File: src/rtl/bcd_time_keeper_if.sv
// Button inputs, run enable and time/display outputs of the time-of-day core.
interface bcd_time_keeper_if;
    logic       btn_mode;
    logic       btn_inc;
    logic       run_en;
    logic [7:0] hour_bcd;
    logic [7:0] min_bcd;
    logic [7:0] sec_bcd;
    logic [1:0] mode;
    logic       blink;
    logic       sec_pulse;

    modport master (
        output btn_mode, btn_inc, run_en,
        input  hour_bcd, min_bcd, sec_bcd, mode, blink, sec_pulse
    );

    modport slave (
        input  btn_mode, btn_inc, run_en,
        output hour_bcd, min_bcd, sec_bcd, mode, blink, sec_pulse
    );
endinterface

File: src/rtl/bcd_time_keeper.sv
// Time-of-day core: 1 Hz prescaler, packed-BCD HH:MM:SS, two debounced
// set buttons and a blink phase for the field being edited.
//
// state       | meaning
// ------------+--------------------------------------------------
// ST_RUN      | time advances on sec_pulse when run_en is high
// ST_SET_HOUR | inc press bumps hours (23 -> 00), seconds frozen
// ST_SET_MIN  | inc press bumps minutes (59 -> 00), seconds frozen
module bcd_time_keeper #(
    parameter int PRESCALE        = 65536,
    parameter int DEBOUNCE_CYCLES = 1024
) (
    input  logic              clock,
    input  logic              reset,
    bcd_time_keeper_if.slave  bus
);
    localparam int PW = $clog2(PRESCALE);
    localparam int DW = $clog2(DEBOUNCE_CYCLES);
    localparam logic [PW-1:0] PRESC_LAST = PW'(PRESCALE - 1);
    localparam logic [PW-1:0] PRESC_HALF = PW'(PRESCALE / 2);
    localparam logic [DW-1:0] DB_LOAD    = DW'(DEBOUNCE_CYCLES - 1);

    typedef enum logic [1:0] {
        ST_RUN      = 2'b00,
        ST_SET_HOUR = 2'b01,
        ST_SET_MIN  = 2'b10
    } state_t;

    state_t          state_q, state_d;
    logic [7:0]      hour_q, hour_d, min_q, min_d, sec_q, sec_d;
    logic [PW-1:0]   presc_q, presc_d;
    logic            presc_clr;
    logic            sec_pulse_q, blink_q;

    // Button index 0 is mode, index 1 is inc.
    logic [1:0]      btn_raw, sync_a, sync_b, level, press;
    logic [DW-1:0]   db_cnt [2];
    logic            mode_ev, inc_ev;

    assign btn_raw = {bus.btn_inc, bus.btn_mode};
    assign mode_ev = press[0];
    assign inc_ev  = press[1];

    // Wrapping BCD increment; tens and units roll independently until max.
    function automatic logic [7:0] bcd_next(input logic [7:0] v, input logic [7:0] max);
        logic [7:0] r;
        if (v == max)
            r = 8'h00;
        else if (v[3:0] == 4'd9)
            r = {v[7:4] + 4'd1, 4'd0};
        else
            r = {v[7:4], v[3:0] + 4'd1};
        return r;
    endfunction

    // Synchronize each button and accept a new level after a full down-count of
    // stable disagreeing samples; only a 0->1 acceptance produces a press.
    always_ff @(posedge clock) begin
        if (reset) begin
            sync_a <= '0;
            sync_b <= '0;
            level  <= '0;
            press  <= '0;
            for (int i = 0; i < 2; i++) db_cnt[i] <= DB_LOAD;
        end else begin
            sync_a <= btn_raw;
            sync_b <= sync_a;
            for (int i = 0; i < 2; i++) begin
                press[i] <= 1'b0;
                if (sync_b[i] == level[i]) begin
                    db_cnt[i] <= DB_LOAD;
                end else if (db_cnt[i] == '0) begin
                    level[i]  <= sync_b[i];
                    press[i]  <= sync_b[i];
                    db_cnt[i] <= DB_LOAD;
                end else begin
                    db_cnt[i] <= db_cnt[i] - 1'b1;
                end
            end
        end
    end

    // Next mode, time fields and prescaler; mode presses take priority over inc.
    always_comb begin
        state_d   = state_q;
        hour_d    = hour_q;
        min_d     = min_q;
        sec_d     = sec_q;
        presc_clr = 1'b0;
        case (state_q)
            ST_RUN: begin
                if (mode_ev) state_d = ST_SET_HOUR;
                if (sec_pulse_q && bus.run_en) begin
                    sec_d = bcd_next(sec_q, 8'h59);
                    if (sec_q == 8'h59) begin
                        min_d = bcd_next(min_q, 8'h59);
                        if (min_q == 8'h59) hour_d = bcd_next(hour_q, 8'h23);
                    end
                end
            end
            ST_SET_HOUR: begin
                if (mode_ev)     state_d = ST_SET_MIN;
                else if (inc_ev) hour_d  = bcd_next(hour_q, 8'h23);
            end
            ST_SET_MIN: begin
                if (mode_ev) begin
                    // Restart the second cleanly so the new time starts on a boundary.
                    state_d   = ST_RUN;
                    sec_d     = 8'h00;
                    presc_clr = 1'b1;
                end else if (inc_ev) begin
                    min_d = bcd_next(min_q, 8'h59);
                end
            end
            default: state_d = ST_RUN;
        endcase
        if (presc_clr || presc_q == PRESC_LAST) presc_d = '0;
        else                                    presc_d = presc_q + 1'b1;
    end

    // FSM state register.
    always_ff @(posedge clock) begin
        if (reset) state_q <= ST_RUN;
        else       state_q <= state_d;
    end

    // Time, prescaler and registered display outputs; sec_pulse tracks presc == last.
    always_ff @(posedge clock) begin
        if (reset) begin
            hour_q      <= 8'h00;
            min_q       <= 8'h00;
            sec_q       <= 8'h00;
            presc_q     <= '0;
            sec_pulse_q <= 1'b0;
            blink_q     <= 1'b1;
        end else begin
            hour_q      <= hour_d;
            min_q       <= min_d;
            sec_q       <= sec_d;
            presc_q     <= presc_d;
            sec_pulse_q <= (presc_d == PRESC_LAST);
            blink_q     <= (state_d == ST_RUN) ? 1'b1 : (presc_d < PRESC_HALF);
        end
    end

    assign bus.hour_bcd  = hour_q;
    assign bus.min_bcd   = min_q;
    assign bus.sec_bcd   = sec_q;
    assign bus.mode      = state_q;
    assign bus.blink     = blink_q;
    assign bus.sec_pulse = sec_pulse_q;
endmodule

File: src/flat_wrapper.sv
// flat-port wrapper written by rule: the top's interface ports become plain ports
module bcd_time_keeper_flat 
#(
    parameter int PRESCALE        = 65536,
    parameter int DEBOUNCE_CYCLES = 1024
)
  (clock, reset, bus_btn_mode, bus_btn_inc, bus_run_en, bus_hour_bcd, bus_min_bcd, bus_sec_bcd, bus_mode, bus_blink, bus_sec_pulse);
  bcd_time_keeper_if bus_i ();
  input  logic clock;
  input  logic reset;
  input wire logic [$bits(bus_i.btn_mode)-1:0] bus_btn_mode;
  input wire logic [$bits(bus_i.btn_inc)-1:0] bus_btn_inc;
  input wire logic [$bits(bus_i.run_en)-1:0] bus_run_en;
  output wire logic [$bits(bus_i.hour_bcd)-1:0] bus_hour_bcd;
  output wire logic [$bits(bus_i.min_bcd)-1:0] bus_min_bcd;
  output wire logic [$bits(bus_i.sec_bcd)-1:0] bus_sec_bcd;
  output wire logic [$bits(bus_i.mode)-1:0] bus_mode;
  output wire logic [$bits(bus_i.blink)-1:0] bus_blink;
  output wire logic [$bits(bus_i.sec_pulse)-1:0] bus_sec_pulse;
  assign bus_i.btn_mode = bus_btn_mode;
  assign bus_i.btn_inc = bus_btn_inc;
  assign bus_i.run_en = bus_run_en;
  assign bus_hour_bcd = bus_i.hour_bcd;
  assign bus_min_bcd = bus_i.min_bcd;
  assign bus_sec_bcd = bus_i.sec_bcd;
  assign bus_mode = bus_i.mode;
  assign bus_blink = bus_i.blink;
  assign bus_sec_pulse = bus_i.sec_pulse;
  bcd_time_keeper #(.PRESCALE(PRESCALE), .DEBOUNCE_CYCLES(DEBOUNCE_CYCLES)) u_core (.clock(clock), .reset(reset), .bus(bus_i));
endmodule
File: config.mk
export PLATFORM = sky130hd
export DESIGN_NAME = bcd_time_keeper_flat
export DESIGN_NICKNAME = d
export VERILOG_FILES = /design/src/rtl/bcd_time_keeper_if.sv /design/src/rtl/bcd_time_keeper.sv /design/src/flat_wrapper.sv
export SDC_FILE = /design/constraint.sdc
export NUM_CORES = 1
export LEC_CHECK = 0
export CORE_ASPECT_RATIO = 0.7
export CORE_UTILIZATION = 30
export DETAILED_ROUTE_END_ITERATION = 10
export DONT_BUFFER_PORTS = 1
export MAX_ROUTING_LAYER = met4
export SYNTH_ARGS = -nofsm -noshare
export SYNTH_HDL_FRONTEND = slang
export SYNTH_SLANG_ARGS = --single-unit
File: constraint.sdc
create_clock -name clock -period 5.61 [get_ports clock]
set_input_delay 0.8415 -clock clock [delete_from_list [all_inputs] [get_ports clock]]
set_output_delay 0.8415 -clock clock [all_outputs]
set_load 0.05 [all_outputs]
==> impl_metrics.json, run 1 <==
{
  "io-pin-count": 33,
  "slew_headroom_pct": 40.3,
  "post-cts-setup-buffer-count": 0,
  "detail_route.first_pass.iterations": 4,
  "num-nets-final": 423,
  "mostFrequentLayoutCell": "dfxtp_1",
  "leakage_nw": 1.43,
  "leading_cell_types_in_the_layout_fill_and_taps_excluded": "dfxtp_1 (52), nor2_1 (46), nand2_1 (43), xnor2_1 (27)",
  "crit_required_ns": 5.83,
  "kind_of_critical_path": "flip-flop to flip-flop",
  "timing.clock.skew_ns": 0.00866,
  "number_of_warnings_issued_by_yosys": 0,
  "synth-async-reset-ratio_pct": 0,
  "routabilityCongestion": 0.789,
  "setup_repair_after_global_routing_missed_its_margin": "no",
  "worstSetupEndpointType": "flip-flop",
  "clock_latency_ns": 0.34,
  "syn2layout_area_growth_pct": 13.8,
  "drc_errors": 0,
  "grt_max_degree": 35,
  "antenna_violations_before_repair": 0,
  "grt_util_all_layers_pct": 13.1,
  "cts_hold_repair.buffers": 0,
  "ys_ff_latch": 72,
  "run_status": "finished, final reports clean",
  "drt.antenna.violating_nets": 0,
  "insertedDiodeCount": 0,
  "hold_class": "flip-flop to flip-flop",
  "setup-violations-final": 0,
  "maxCapViolCount": 0,
  "post-place-ws_ns": 3.01,
  "routed_wire_length_um": 7290,
  "synthesis.area_mm2": 0.00363,
  "finish.cell_count_without_fillers": 563,
  "cts_max_level": 3,
  "nFillCells": 1210,
  "synth_cells": 381,
  "max-clock-path-buffers": 2,
  "hpwlAfterDp_um": 5320,
  "multi_input_area_mm2": 0.00196,
  "synth_enable_flop_cells": 20,
  "worst_setup_path_start_kind": "flip-flop",
  "final.period_utilization_pct": 46.0,
  "crit_slowest_cell": "dfxtp_1",
  "vdd_ir_drop_max_mv": 0.132,
  "ff_latch_area_mm2": 0.00164,
  "num_vias": 2620,
  "final-max-slew-violation-count": 0,
  "syn_area_per_cell_um2": 9.53,
  "synth_cell_type_count": 59,
  "aggregate_global_routing_overflow": 0,
  "power_per_cell_area_mw_per_mm2": 265,
  "post-place-cells": 547,
  "worst-endpoint-arrival_ns": 2.80,
  "fp.dieArea_mm2": 0.0126,
  "chipHeight_um": 94.1,
  "io_buffer_count": 0,
  "cts_root_buf": "clkbuf_16",
  "cts_resized": 0,
  "cts.reportedPaths.clkPinSlew_ns": 0.06,
  "critical_path_peak_fanout": 14,
  "worst_path_largest_cell_delay_ns": 0.73,
  "max_slew.worst_pin.slew_ns": 0.896,
  "chipWidth_um": 134,
  "worst_slack_ns": 3.03,
  "vias_per_cell": 4.65,
  "tritoncts_clock_tree": "built",
  "finalHoldViolCount": 0,
  "floorplan.initialDensity_pct": 30.9,
  "core_region_area_mm2": 0.0118,
  "max_clock_freq_mhz": 388,
  "min_period_ns": 2.58,
  "setup_tns_ns": 0,
  "vias_in_the_first_global_route": 2471,
  "clkSinkCount": 72,
  "post_synthesis_sequential_area_ratio_pct": 45.2,
  "drt-wirelength-per-cell_um": 12.9,
  "num_rows": 33,
  "synth_flop_cell": "dfxtp_1",
  "worst_path_cell_chain": "ha_1 > and3b_1 > nand4_1 > o32ai_2 > nand3_1 > mux2_1",
  "layout-drive-gt1-share_pct": 7.39,
  "numCtsBuffers": 9,
  "drt_first_iter_violations": 99,
  "grt_first_pass_wirelength_um": 12300
}
-- power by group --
| group | switching (mW) | internal (mW) |
|---|---|---|
| sequential | 0.00751 | 0.538 |
| combinational | 0.0115 | 0.00642 |
| clock | 0.210 | 0.324 |
| total | 0.229 | 0.868 |
-- cells in the mapped netlist (all sizes together) (3+ instances only) --
| cell type | count | area (µm²) |
|---|---|---|
| nor2b | 9 | 56.3 |
| clkbuf | 4 | 15.0 |
| xor2 | 10 | 87.6 |
| o21ai | 5 | 25.0 |
| inv | 17 | 63.8 |
| dfxtp | 52 | 1040 |
| nand2b | 5 | 31.3 |
| nor4 | 5 | 46.3 |
| buf | 6 | 27.5 |
| xnor2 | 27 | 236 |
| edfxtp | 20 | 601 |
| nor3 | 18 | 110 |
| nand4 | 7 | 58.8 |
| nand3 | 17 | 85.1 |
| nor2 | 47 | 179 |
| mux2 | 3 | 33.8 |
| or2 | 3 | 18.8 |
| nand2 | 43 | 161 |
| and3b | 4 | 35.0 |
| nand3b | 6 | 45.0 |
| a21oi | 11 | 55.1 |
| ha | 17 | 213 |
| mux2i | 5 | 50.1 |
| and3 | 5 | 31.3 |
-- worst paths after layout --
path | slack (ns) | startpoint | depth (start not counted) | end
worst max register to register | 3.03 | u_core.bus.min_bcd[4]$_SDFFE_PP0P_ | 6 | u_core.bus.hour_bcd[7]$_SDFFE_PP0P_
worst max-delay path | 3.03 | u_core.bus.min_bcd[4]$_SDFFE_PP0P_ | 6 | u_core.bus.hour_bcd[7]$_SDFFE_PP0P_
worst min register to register | 0.44 | u_core.sync_a[0]$_SDFF_PP0_ | 1 | u_core.sync_b[0]$_SDFF_PP0_
worst min-delay path | 0.44 | u_core.sync_a[0]$_SDFF_PP0_ | 1 | u_core.sync_b[0]$_SDFF_PP0_
-- worst max-delay path, delay by kind of cell, from the launching register on --
family | cells | cell delay [ns]
muxes | 1 | 0.35
adders and majority gates | 1 | 0.27
AOI/OAI and AO/OA | 1 | 0.49
and+or+nand+nor | 3 | 0.62
DFF | 1 | 0.73
-- sequential cells by signal, indices dropped and copies added (netlist names) --
name and count:
u_core.bus.sec_bcd 8, u_core.press 2, u_core.bus.min_bcd 8, u_core.bus.sec_pulse 1, u_core.sync_a 2, u_core.sync_b 2, u_core.db_cnt 20, u_core.bus.hour_bcd 8
u_core.level 2, u_core.bus.mode 2, u_core.bus.blink 1, u_core.presc_q 16
-- layer usage --
layer	vias to the layer above	global-route usage (%)	part of all wire [%]
li1	1353	-	-
met1	1212	16.6	51
met2	47	18.7	42
met3	8	5.07	5.8
met4	0	4.83	1.2
met5	-	-	0
-- per-stage QoR --
step                      hold WS, ns  utilization (%)  power [mW]  instance area (µm²)
after floorplan                 0.414                -       0.573                 3700
after global placement          0.438             32.8       0.574                 3860
after detailed placement        0.437             32.8       0.574                 3860
after CTS                       0.447             35.1        1.12                 4140
after global routing            0.473             35.1        1.14                 4140
final                           0.443             35.1        1.10                 4140
-- cell type report --
| type | count | area share (%) |
|---|---|---|
| clock buffers | 14 | 6.38 |
| well taps | 157 | 4.75 |
| multi-input cells | 301 | 47.3 |
| inverters | 17 | 1.54 |
| clock inverters | 2 | 0.333 |
| flip-flops and latches | 72 | 39.7 |
-- cells by family after synthesis --
| family | Yosys count | share of synthesized area, % |
|---|---|---|
| xor gates and xnor gates | 37 | 8.92 |
| DFF | 72 | 45.2 |
| buffers and inverters | 27 | 2.93 |
| AOI/OAI and AO/OA | 40 | 8.65 |
| muxes | 8 | 2.31 |
| other | 1 | 0.103 |
| and+or+nand+nor | 179 | 26.0 |
| adders and majority gates | 17 | 5.86 |
Note: power is estimated with default switching activity, not from simulation.
==> run 2: changes to the inputs <==
==> constraint.sdc (replaced) <==
create_clock -name clock -period 2.2 [get_ports clock]
set_input_delay 0.33 -clock clock [delete_from_list [all_inputs] [get_ports clock]]
set_output_delay 0.33 -clock clock [all_outputs]
set_load 0.05 [all_outputs]
==> run 2 against run 1 <==
Design area increased by 7.1%. Largest power group is now the clock network. Critical endpoint is now u_core.bus.min_bcd[2]$_SDFFE_PP0P_. Critical path depth increased by 1. Global-route usage increased by 0.23 points. Maximum frequency increased by 27%. Critical path type unchanged.
==> impl_metrics.json, run 2 (synthesis gave the netlist of run 1 again) <==
{
  "regToRegEndpoint": "u_core.bus.min_bcd[2]$_SDFFE_PP0P_",
  "maxCapViolCount": 0,
  "cts_max_level": 3,
  "numCtsBuffers": 9,
  "num-nets-final": 454,
  "worst-endpoint-arrival_ns": 2.25,
  "insertedDiodeCount": 0,
  "r2r_setup_slk_ns": 0.17,
  "crit_required_ns": 2.42,
  "run_status": "finished, final reports clean",
  "detail_route.first_pass.iterations": 4,
  "hold_class": "input pin to flip-flop",
  "floorplan.initialDensity_pct": 30.9,
  "core_region_area_mm2": 0.0118,
  "hpwlAfterDp_um": 5610,
  "top_regs": "u_core.db_cnt x20, u_core.presc_q x16",
  "timing.critical_path.from": "u_core.bus.sec_bcd[5]$_SDFFE_PP0P_",
  "syn2layout_area_growth_pct": 21.9,
  "largest_register_ff_count": 20,
  "antenna_violations_before_repair": 0,
  "vias_in_the_first_global_route": 2560,
  "post-cts-setup-buffer-count": 0,
  "drt_first_iter_violations": 142,
  "tritoncts_clock_tree": "built",
  "power_per_cell_area_mw_per_mm2": 699,
  "io_buffer_count": 0,
  "grt_most_used_layer": "met2",
  "grt_util_all_layers_pct": 13.3,
  "grt_max_degree": 35,
  "drt-wirelength-per-cell_um": 12.6,
  "critical_path_peak_fanout": 6,
  "max_slew.worst_pin.slew_ns": 0.706,
  "finalHoldViolCount": 0,
  "fp.dieArea_mm2": 0.0126,
  "drc_errors": 0,
  "leakage_nw": 1.62,
  "mostFrequentLayoutCell": "dfxtp_1",
  "worst_setup_path_start_kind": "flip-flop",
  "setup_tns_ns": 0,
  "clkSinkCount": 72,
  "post-place-cells": 578,
  "finish.cell_count_without_fillers": 594,
  "max-clock-path-buffers": 2,
  "io-pin-count": 33,
  "setup-violations-final": 0,
  "worstSetupEndpointType": "flip-flop",
  "largest-register": "u_core.db_cnt",
  "vdd_ir_drop_max_mv": 0.406,
  "grt_first_pass_wirelength_um": 12600,
  "min_period_ns": 2.03,
  "worstReg2RegStart": "u_core.bus.sec_bcd[5]$_SDFFE_PP0P_",
  "gr-usage-met1_pct": 18.0,
  "routabilityCongestion": 0.783,
  "timing.clock.skew_ns": 0.00877,
  "clock_latency_ns": 0.33,
  "vias_per_cell": 4.65,
  "cp-endpoint": "u_core.bus.min_bcd[2]$_SDFFE_PP0P_",
  "chipWidth_um": 134,
  "setup_repair_after_global_routing_missed_its_margin": "no",
  "slew_headroom_pct": 52.9,
  "kind_of_critical_path": "flip-flop to flip-flop",
  "chipHeight_um": 94.1,
  "met2_usage_pct": 18.5,
  "num_rows": 33,
  "reg2regPathDepth": 7,
  "met3_usage_pct": 4.31,
  "final-max-slew-violation-count": 0,
  "final.period_utilization_pct": 92.2,
  "aggregate_global_routing_overflow": 0,
  "layout-drive-gt1-share_pct": 14.4,
  "drt.antenna.violating_nets": 0,
  "max_clock_freq_mhz": 493,
  "leading_cell_types_in_the_layout_fill_and_taps_excluded": "dfxtp_1 (52), nor2_1 (46), nand2_1 (43), buf_4 (31), xnor2_1 (27)",
  "cts_root_buf": "clkbuf_16",
  "routed_wire_length_um": 7490,
  "cts.reportedPaths.clkPinSlew_ns": 0.06,
  "num_vias": 2760
}
## run 2: changes by cell type in the layout (fill, tap and decap cells not counted), sizes merged
cell    delta
clkbuf     -4
bufinv     +3
buf       +31
clkinv     +1
## run 2: how the worst min path moves through the flow
stage	from	end	slack, ns	depth (start not counted)
6_report	reset	u_core.bus.hour_bcd[2]$_SDFFE_PP0P_	0.07	1
5_1_grt	reset	u_core.sync_a[0]$_SDFF_PP0_	0.05	1
4_1_cts	reset	u_core.sync_a[1]$_SDFF_PP0_	0.05	1
3_5_place_dp	reset	u_core.bus.hour_bcd[2]$_SDFFE_PP0P_	0.41	1
3_3_place_gp	reset	u_core.bus.hour_bcd[6]$_SDFFE_PP0P_	0.41	1
2_1_floorplan	u_core.sync_a[0]$_SDFF_PP0_	u_core.sync_b[0]$_SDFF_PP0_	0.41	1
## run 2: routing by layer
| layer | wire, µm | up-vias |
|---|---|---|
| met5 | 0 | - |
| met4 | 46 | 0 |
| met3 | 452 | 4 |
| met2 | 3070 | 62 |
| met1 | 3920 | 1272 |
| li1 | - | 1422 |
## run 2: timing repair
action / in CTS / in global routing
setup endpoints to repair: 0 / 1
gates resized for setup: 0 / 1
hold buffers: 0 / 0
## run 2: metrics by stage
| stage | area (µm²) | setup WS [ns] | utilization (%) | hold slack (ns) | power [mW] |
|---|---|---|---|---|---|
| 6_report | 4430 | 0.172 | 37.6 | 0.0736 | 3.10 |
| 3_5_place_dp | 4090 | 0.151 | 34.8 | 0.410 | 1.47 |
| 2_1_floorplan | 3700 | 0.0351 | - | 0.414 | 1.46 |
| 3_3_place_gp | 4090 | 0.262 | 34.8 | 0.409 | 1.47 |
| 4_1_cts | 4430 | 0.135 | 37.6 | 0.0525 | 3.14 |
| 5_1_grt | 4430 | 0.0192 | 37.6 | 0.0529 | 3.21 |
## run 2: layout make-up
type	instances	area [µm²]
fillers	1171	7340
multi-input cells	301	1960
flip-flops and latches	72	1640
repair buffers	31	233
clock buffers	10	229
well taps	157	196
clock inverters	6	108
inverters	17	63.8
## run 2: worst max-delay path: stages (launching register included)
cell	delay (ns)
dfxtp_1	0.34
inv_1	0.05
ha_1	0.20
and4_1	0.20
a31oi_1	0.53
nor2_2	0.12
buf_4	0.20
a311oi_1	0.29
## run 2: where the power goes
group	internal, mW	leakage, nW	switching [mW]	total, mW
combinational	0.0202	0.904	0.0395	0.0597
sequential	1.37	0.557	0.0105	1.38
clock	1.10	0.164	0.551	1.65
